<file path="src/rtl/uart_tx_fifo.sv">
// Byte FIFO feeding a UART transmitter: pops one byte at a time, strobes Tx_WR and paces on Tx_BUSY,
// re-issuing the strobe when the transmitter never acknowledges. Optional overflow counter: UART_TX_FIFO_DROP_CNT_EN.
module uart_tx_fifo #(
    parameter int DEPTH     = 8,
    parameter int ADDR_W    = 3,
    parameter int BUSY_WAIT = 4
) (
    input  logic              i_clk,
    input  logic              i_reset,
    input  logic [7:0]        i_wr_data,
    input  logic              i_wr_en,
    input  logic              i_flush,
    input  logic              i_enable,
    output logic              o_full,
    output logic              o_empty,
    output logic [ADDR_W:0]   o_count,
    output logic [7:0]        o_tx_data,
    output logic              o_tx_wr,
    input  logic              i_tx_busy
`ifdef UART_TX_FIFO_DROP_CNT_EN
    ,
    output logic [7:0]        o_drop_cnt
`endif
);

    localparam int TMR_W = $clog2(BUSY_WAIT) + 1;

    typedef enum logic [1:0] {
        IDLE      = 2'd0,
        LAUNCH    = 2'd1,
        WAIT_BUSY = 2'd2,
        WAIT_DONE = 2'd3
    } state_t;

    state_t              r_state;
    state_t              w_state_nxt;
    logic [7:0]          r_mem [DEPTH];
    logic [ADDR_W-1:0]   r_wr_ptr;
    logic [ADDR_W-1:0]   r_rd_ptr;
    logic [ADDR_W:0]     r_count;
    logic [ADDR_W:0]     w_count_nxt;
    logic                r_full;
    logic                r_empty;
    logic [7:0]          r_tx_data;
    logic [7:0]          w_tx_data_nxt;
    logic                r_tx_wr;
    logic                w_tx_wr_nxt;
    logic [TMR_W-1:0]    r_timer;
    logic [TMR_W-1:0]    w_timer_nxt;
    logic                w_push;
    logic                w_pop;

    // A full FIFO drops the byte even when a pop frees a slot on the same edge; flush masks pushes.
    assign w_push = i_wr_en && !r_full && !i_flush;

    // Next occupancy: flush wins, otherwise push and pop net out.
    always_comb begin
        w_count_nxt = r_count;
        if (i_flush) begin
            w_count_nxt = '0;
        end else if (w_push && !w_pop) begin
            w_count_nxt = r_count + (ADDR_W+1)'(1);
        end else if (!w_push && w_pop) begin
            w_count_nxt = r_count - (ADDR_W+1)'(1);
        end else begin
            w_count_nxt = r_count;
        end
    end

    // Storage array; contents need no reset because occupancy gates every read.
    always_ff @(posedge i_clk) begin
        if (w_push) begin
            r_mem[r_wr_ptr] <= i_wr_data;
        end
    end

    // Pointers, occupancy and registered status flags.
    always_ff @(posedge i_clk) begin
        if (i_reset) begin
            r_wr_ptr <= '0;
            r_rd_ptr <= '0;
            r_count  <= '0;
            r_full   <= 1'b0;
            r_empty  <= 1'b1;
        end else begin
            if (w_push) begin
                r_wr_ptr <= r_wr_ptr + ADDR_W'(1);
            end
            if (i_flush) begin
                r_rd_ptr <= r_wr_ptr;
            end else if (w_pop) begin
                r_rd_ptr <= r_rd_ptr + ADDR_W'(1);
            end
            r_count <= w_count_nxt;
            r_full  <= (w_count_nxt == (ADDR_W+1)'(DEPTH));
            r_empty <= (w_count_nxt == (ADDR_W+1)'(0));
        end
    end

    // Dispatcher next-state and strobe/data/timer next values.
    always_comb begin
        w_state_nxt   = r_state;
        w_tx_wr_nxt   = 1'b0;
        w_tx_data_nxt = r_tx_data;
        w_timer_nxt   = r_timer;
        w_pop         = 1'b0;
        case (r_state)
            IDLE: begin
                if (i_enable && !r_empty) begin
                    w_pop         = 1'b1;
                    w_tx_data_nxt = r_mem[r_rd_ptr];
                    w_tx_wr_nxt   = 1'b1;
                    w_state_nxt   = LAUNCH;
                end else begin
                    w_state_nxt   = IDLE;
                end
            end
            LAUNCH: begin
                w_timer_nxt = '0;
                w_state_nxt = WAIT_BUSY;
            end
            WAIT_BUSY: begin
                if (i_tx_busy) begin
                    w_state_nxt = WAIT_DONE;
                end else if (r_timer == TMR_W'(BUSY_WAIT - 1)) begin
                    // Transmitter missed the strobe: re-issue the same byte.
                    w_tx_wr_nxt = 1'b1;
                    w_state_nxt = LAUNCH;
                end else begin
                    w_timer_nxt = r_timer + TMR_W'(1);
                end
            end
            WAIT_DONE: begin
                if (!i_tx_busy) begin
                    w_state_nxt = IDLE;
                end else begin
                    w_state_nxt = WAIT_DONE;
                end
            end
            default: begin
                w_state_nxt = IDLE;
            end
        endcase
    end

    // Dispatcher state and registered transmitter interface.
    always_ff @(posedge i_clk) begin
        if (i_reset) begin
            r_state   <= IDLE;
            r_tx_wr   <= 1'b0;
            r_tx_data <= 8'h00;
            r_timer   <= '0;
        end else begin
            r_state   <= w_state_nxt;
            r_tx_wr   <= w_tx_wr_nxt;
            r_tx_data <= w_tx_data_nxt;
            r_timer   <= w_timer_nxt;
        end
    end

`ifdef UART_TX_FIFO_DROP_CNT_EN
    logic [7:0] r_drop_cnt;

    // Saturating count of pushes rejected because the FIFO was full.
    always_ff @(posedge i_clk) begin
        if (i_reset) begin
            r_drop_cnt <= 8'h00;
        end else if (i_wr_en && r_full && !i_flush && (r_drop_cnt != 8'hFF)) begin
            r_drop_cnt <= r_drop_cnt + 8'h01;
        end
    end

    assign o_drop_cnt = r_drop_cnt;
`endif

    assign o_full    = r_full;
    assign o_empty   = r_empty;
    assign o_count   = r_count;
    assign o_tx_data = r_tx_data;
    assign o_tx_wr   = r_tx_wr;

endmodule

</file>
<file path="config.mk">
export PLATFORM = sky130hd
export DESIGN_NAME = uart_tx_fifo
export DESIGN_NICKNAME = d
export VERILOG_FILES = /design/src/rtl/uart_tx_fifo.sv
export SDC_FILE = /design/constraint.sdc
export NUM_CORES = 1
export LEC_CHECK = 0
export CAP_MARGIN = 20
export CORE_MARGIN = 5
export CORE_UTILIZATION = 35
export DETAILED_ROUTE_END_ITERATION = 8
export GPL_ROUTABILITY_DRIVEN = 0
export GPL_TIMING_DRIVEN = 0
export SLEW_MARGIN = 20
export SYNTH_ARGS = -nofsm -noshare
export SYNTH_HDL_FRONTEND = slang
export SYNTH_SLANG_ARGS = --single-unit
</file>
<file path="constraint.sdc">
create_clock -name i_clk -period 3.4 [get_ports i_clk]
set_clock_uncertainty 0.2 [all_clocks]
set_input_delay 0.68 -clock i_clk [delete_from_list [all_inputs] [get_ports i_clk]]
set_output_delay 0.68 -clock i_clk [all_outputs]
set_load 0.01 [all_outputs]
</file>
==> run summary, run 1 <==
The run finished with clean final reports. The number of standard-cell rows in the floorplan is 37. The maximum number of pins on one net before global-route repair is 17. Yosys instantiated no cell more often than edfxtp_1. After clock tree synthesis, the clock-pin slew on the worst setup and hold paths is 100 ps.

The clock network is responsible for 35.2% of the overall power. The slew of the pin with the lowest slew margin is 906.8 ps. The static leakage power is 0.001365 uW. The kind of critical path is in2reg. In this run the tool buffered the top-level ports with 27 buffer cells.

The number of clock buffers added by TritonCTS is 9. The worst pin sits at a relative slew slack of 39.22%. The global-route congestion overflow total came out at 0. After synthesis, the most frequently instantiated cells are 64 x edfxtp_1, 27 x nor2_1, 26 x dfxtp_1.

For this design, the sink count on the clock tree is 90. The area of the die came out at 12,550 sq um. The final cell count without fillers came out at 423. The final number of hold-violating endpoints came out at 0. For the worst setup path, the data arrival time is 2610 ps. The net total in the final layout is 302. The post-route antenna net violation count came out at 0. The cell with the largest stage delay on the worst path is nor2_1.

The peak supply drop came out at 221.4 uV. Following the worst setup path forward leads to its endpoint at r_mem[6][2]. Wires add up to 7133 um. The final setup violation count is 0. The logic gate share of total power came out at 7.0%. For this run, the leading register cell type out of synthesis is edfxtp_1. The signed area change from the synthesized netlist to the final layout came out at 19.12%. Measured in cells, the most critical reg-to-reg path has a length of 5.

The number of antenna diodes in the final layout is 0. After synthesis, the largest area contributor takes up 52.73% of total cell area. The reg-to-reg critical path endpoint is o_tx_data[0].

The vias per cell came out at 4.915. The number of warnings printed during yosys synthesis came out at 0. In this run the number of H-tree levels came out at 3. The DRC violations left came out at 0. The required time at the worst-slack endpoint is 3180 ps. The synthesized net count is 260. The placed wire-length estimate after detailed placement is 4815 um. Setup repair after global routing left no endpoint under its margin. The overall global routing resource usage is 11.82%. The maximum buffer depth of the clock tree is 2. The die is 112.0 um wide. The post-route setup TNS is 0 ps. The internal power component came out at 1607 uW.

The starting utilization of the core area came out at 35.62%. The fraction of power spent switching nets came out at 23.02%. Dividing total power by cell area gives a power density of 480.7 nW/um^2.

TritonCTS built the clock tree. The wire length of the first global-routing pass is 11,420 um. The first-iteration detailed-routing DRC count came out at 120. The post-CTS setup repair buffer count came out at 0. STA classifies the critical path endpoint as a flop. The fraction of layout instances using a drive strength above 1 came out at 18.12%. The achievable clock frequency is 353.8 MHz. The final number of max-transition violations came out at 0. In this run the count of I/O pins placed on the die edge is 29. The count of vias placed by the detailed router came out at 2,079. The initial antenna violation count came to 0. After detailed routing, the average wire length per cell comes to 16.86 um. In this run the worst hold path is classified as reg2reg. The total of flip-flops plus latches after synthesis came out at 90. The register area share after synthesis is 67.01%. The count of cells resized by post-cts repair came out at 0. The net switching power of the design is 480.5 uW.

The total placed cells including tap cells came out at 407. The reg-to-reg setup timing slack is 860 ps. The number of max-cap violations came out at 0. In this run, post-CTS hold repair placed 0 buffers. The delay of the slowest critical-path stage is 740 ps.

Clock latency on the worst-skew pair, taken at its later pin, is 360 ps. The buffer type at the clock tree root is clkbuf_8. The critical path goes through clkdlybuf4s50_1 > nor3b_2 > nand2_1 > nor2_1.

The post-synthesis area per instance is 15.19 sq um. In the synthesized netlist, the number of instances is 240. The area of the core is 10,230 sq um. The most critical setup path has its startpoint at i_wr_en. The height of the die is 112.0 um. The number of optimization iterations in the first detailed-route pass is 4.

The biggest area consumer among synthesized cells is edfxtp_1. The count of distinct cell types in the synthesized netlist came out at 32. The number of synthesized flops with an enable pin came out at 64.

The part of the cycle the worst path needs came out at 83.12%. After synthesis the cells add up to 3645 sq um. The worst setup path is launched from an input pin. The number of global-route vias before repair came out at 2,114. The proportion of power drawn by flip-flops and latches is 57.8%. In this run the critical register-to-register path is launched from r_rd_ptr[1]. In the synthesized netlist the async set-or-reset flop fraction comes to 0%. Subtracting the final worst setup slack from the clock period gives 2826 ps. The biggest fanout along the worst timing path is 8. By area the synthesized netlist is led by edfxtp_1 53%, dfxtp_1 14%, mux4_2 9.9%, nor2_1 2.8%, mux2i_1 2.5%.
stage by stage:
stage,power (uW),instance area (sq um),setup WS (ps),utilization (%),hold slack (ps)
6_report,2087,4342,573.8,42.44,280.3
5_1_grt,2173,4342,388.2,42.44,326.0
4_1_cts,2110,4342,557.1,42.44,278.7
3_5_place_dp,1379,4141,162.1,40.48,264.7
3_3_place_gp,1373,4085,-565.4,39.93,260.8
2_1_floorplan,1314,3645,592.5,-,251.6
kinds of logic (layout without fill, tap and decap cells):
group,after synthesis,count (layout),share of synthesized area [%]
XOR/XNOR,6,6,1.442
AO/OA/AOI/OAI,29,29,5.047
buffers and inverters,17,64,1.888
AND/OR/NAND/NOR,67,67,10.20
adder cells (fa/ha/maj),6,6,2.060
flip-flops,90,90,67.01
multiplexers,25,25,12.36
how the worst min path moves through the flow:
stage / startpoint / endpoint / slack [ps] / depth (start not counted)
after CTS: r_timer[1] / r_timer[1] / 280 / 2
final: r_timer[1] / r_timer[1] / 280 / 2
after global routing: r_timer[0] / r_timer[0] / 330 / 2
after detailed placement: r_timer[1] / r_timer[1] / 260 / 2
after floorplan: r_timer[1] / r_timer[1] / 250 / 2
after global placement: r_timer[1] / r_timer[1] / 260 / 2
per-layer routing:
metal,vias up,GRT usage [%],routed length (um)
li1,1002,-,-
met1,1021,15.65,3447
met2,50,18.43,3260
met3,6,4.420,355
met4,0,3.205,70
met5,-,0,0
registers in the layout, summed over array words and instances (netlist names):
signal / count
o_count: 4
o_empty: 1
o_full: 1
o_tx_data: 8
o_tx_wr: 1
r_mem: 64
r_rd_ptr: 3
r_state: 2
r_timer: 3
r_wr_ptr: 3
cell type report:
class	instances	area, sq um
Fill cell	937	5889
Timing Repair Buffer	31	300.3
Inverter	5	18.77
Clock inverter	7	76.32
Clock buffer	9	123.9
Tap cell	136	170.2
Buffer	12	50.05
Sequential cell	90	2442
Multi-Input combinational cell	133	1160
worst max-delay path: cells and delay by family:
| kind | cells | cell delay (ps) |
|---|---|---|
| buffers and inverters | 1 | 470 |
| AND/OR/NAND/NOR | 3 | 1460 |
power by group through the flow:
stage / logic, uW / registers [uW] / clock network, uW
2_1_floorplan: 82.5 / 1230 / 0
3_3_place_gp: 143 / 1230 / 0
3_5_place_dp: 148 / 1230 / 0
4_1_cts: 148 / 1210 / 756
5_1_grt: 161 / 1210 / 804
6_report: 147 / 1210 / 734
cell usage in the layout, fill, tap and decap left out, drive strengths merged, types with 2 or more instances in the layout:
cell,n
ha,6
clkinv,2
clkdlybuf4s50,27
nor3,5
buf,8
xor2,2
a211oi,12
inv,7
a21oi,10
nor3b,2
or2,2
nand3,5
nand2b,4
nor4b,2
nand2,12
edfxtp,64
mux2i,9
xnor2,4
o22ai,3
nor2,27
nor4,2
o21ai,3
mux4,16
clkinvlp,2
clkbuf,17
dfxtp,26
No activity file was read; power rests on OpenSTA's default activity.
==> inputs of run 2 (changes only) <==
==> constraint.sdc (replaced) <==
create_clock -name i_clk -period 2.51 [get_ports i_clk]
set_clock_uncertainty 0.2 [all_clocks]
set_input_delay 0.502 -clock i_clk [delete_from_list [all_inputs] [get_ports i_clk]]
set_output_delay 0.502 -clock i_clk [all_outputs]
set_load 0.01 [all_outputs]
==> run 2 against run 1 <==
  * The flow now finishes with violations (negative setup slack)
  * Total power rose by 43%
  * Core utilization rose by 0.38 points
  * Sequential share of layout area shrank 0.50 points
  * Non-clock buffer count is 4 lower
  * Critical path type unchanged
  * Largest cell class unchanged
==> run summary, run 2 (synthesized netlist as in run 1, its figures left out) <==
The worst path in the final design needs a cycle of 2598 ps, including I/O delays and setup. The arrival time at the worst endpoint came out at 2370 ps. The library cell used most frequently in the layout, excluding fill and tap cells, is edfxtp_1. The part of the cycle the worst path needs came out at 103.5%. For the worst-skew pair, the clock arrives at the later sink with an insertion delay of 350 ps. Setup repair after global routing could not meet its margin everywhere. The die is 112.0 um tall.

For the worst flop-to-flop path, the logic depth is 3. The first global-routing pass estimated 10,760 um of wire. The number of top-level pins came out at 29. The register with the most flip-flops in the layout has 64 of them. The final number of max-transition violations came out at 0.

The area of the die is 12,550 sq um. The number of sinks handled by clock tree synthesis is 90. In this run, the number of DRC markers left after iteration 0 of detailed routing was 82. The horizontal die dimension is 112.0 um. The critical path ends at r_mem[3][1]. The required time at the worst-slack endpoint is 2290 ps. The clock-pin slew on the worst setup and hold paths is 80 ps. The flow ran to the end, but the final reports show violations. The total power is 2984 uW.

The DRC violations left is 0. The total power density per cell area came out at 681.3 nW/um^2. The number of global-route vias before repair is 2,012. Prior to clock tree synthesis, the placed netlist has a worst setup slack of -482.4 ps.

TritonCTS built the clock tree. The repair_antennas step left the layout with diodes totalling 0. Detailed placement ended at an HPWL of 4476 um. The clock network is responsible for 38.6% of the overall power. Ranked by flip-flop count, first place goes to r_mem.

The final worst-path setup slack is -88.39 ps. The clock passes through at most 2 buffers. Across the run, the number of max-cap violations was 0. The category of the worst setup path capture point is a flop.

The number of port buffers came out at 27. The final setup violation count is 16. After detailed routing, the wire length on met1 is 3240 um. Signal routing reaches up to met4. The net switching power of the design came out at 614.3 uW.

Registers are responsible for 54.8% of the overall power. The final cell count without fillers came out at 419. The area of the core came out at 10,230 sq um.

The critical path in this run is classified as in2reg. The number of standard-cell rows in the floorplan came out at 37. The worst slew margin relative to its limit came out at 45.05%. The reg-to-reg setup timing slack came out at 200 ps.

In this run the critical register-to-register path is captured at r_mem[3][1]. The number of optimization iterations in the first detailed-route pass is 4. The worst register-to-register path begins at o_full. The critical path starts at i_wr_en. The overall global routing resource usage came out at 11.25%. After the last flow step, the layout net total stands at 298.

The final wirelength came out at 6667 um. The number of buffers inserted during clock tree synthesis came out at 9. The routed design uses 2939 um of met2 wire. The post-route antenna net violation count came out at 0. The worst setup path is launched from an input pin. The global-route congestion overflow total is 0. The count of vias placed by the detailed router is 2,030. The fraction of layout instances using a drive strength above 1 is 17.31%. For this design the static power due to leakage is 0.001362 uW. The starting utilization of the core area is 35.62%. The final number of hold-violating endpoints is 0. The vias per cell came out at 4.845. The H-tree depth came out at 3.

The maximum number of pins on one net before global-route repair came out at 15. The signed area change from the synthesized netlist to the final layout came out at 20.19%. The logic gate share of total power came out at 6.6%. At the pin with the least slew margin, the transition time is 819.9 ps.

The min-delay analysis places its worst path in the category reg2reg. After detailed routing, the average wire length per cell comes to 15.91 um. The internal power component came out at 2370 uW.

The final reports fail on negative setup slack. The fraction of power spent switching nets is 20.58%. Derived from the worst setup path, the maximum achievable clock frequency is 384.9 MHz. The buffer type at the clock tree root is clkbuf_8. The initial antenna violation count came to 0. In the layout the commonest cells are 64 x edfxtp_1, 27 x clkdlybuf4s50_1, 26 x dfxtp_1.

The peak supply drop came out at 367.0 uV. The total placed cells including tap cells came out at 403. The met3 layer wire length in the routed design is 299 um.

The biggest fanout along the worst timing path is 9.
[run 2: power by group through the flow]
stage	Clock, uW	Sequential, uW	Combinational (uW)
final	1150	1630	197
after global routing	1250	1640	218
after CTS	1180	1630	198
after detailed placement	0	1670	197
after global placement	0	1670	191
after floorplan	0	1670	112
[run 2: worst min path at each step]
stage | slack [ps] | from | cells past startpoint | end
2_1_floorplan | 250 | r_timer[1] | 2 | r_timer[1]
3_3_place_gp | 260 | r_timer[1] | 2 | r_timer[1]
3_5_place_dp | 270 | r_timer[1] | 2 | r_timer[1]
4_1_cts | 280 | r_timer[1] | 2 | r_timer[1]
5_1_grt | 300 | r_timer[1] | 2 | r_timer[1]
6_report | 280 | r_timer[1] | 2 | r_timer[1]
[run 2: layout make-up]
cell class / count / area (sq um)
fillers: 922 / 5851
flip-flops and latches: 90 / 2442
multi-input cells: 133 / 1194
repair buffers: 27 / 270.3
well taps: 136 / 170.2
clock buffers: 11 / 131.4
clock inverters: 5 / 102.6
plain buffers: 12 / 51.30
inverters: 5 / 18.77
[run 2: timing repair]
| item | CTS | global route |
|---|---|---|
| buffers inserted | 0 | 0 |
| resized for setup | 0 | 8 |
| gates cloned | 0 | 0 |
| setup endpoints to repair | 56 | 63 |
| hold buffers | 0 | 0 |
| pin swaps | 0 | 0 |
[run 2: critical path, stage by stage]
cell,delay (ps)
clkdlybuf4s50_1,480
or3b_1,350
clkbuf_1,290
nor3_2,750
[run 2: per-layer routing]
layer	up-vias	GRT usage [%]
li1	989	-
met1	986	15.72
met2	41	16.35
met3	14	2.372
met4	0	6.330
met5	-	0
[run 2: stage by stage]
| step | utilization (%) | setup TNS [ps] | cell area (sq um) | hold WS (ps) |
|---|---|---|---|---|
| floorplan | - | 0 | 3651 | 251.6 |
| global placement | 39.99 | -41160 | 4091 | 262.6 |
| detailed placement | 40.27 | -28250 | 4120 | 265.4 |
| CTS | 42.56 | -4041 | 4354 | 277.5 |
| global route | 42.82 | -5535 | 4380 | 304.1 |
| finish | 42.82 | -1100 | 4380 | 277.8 |
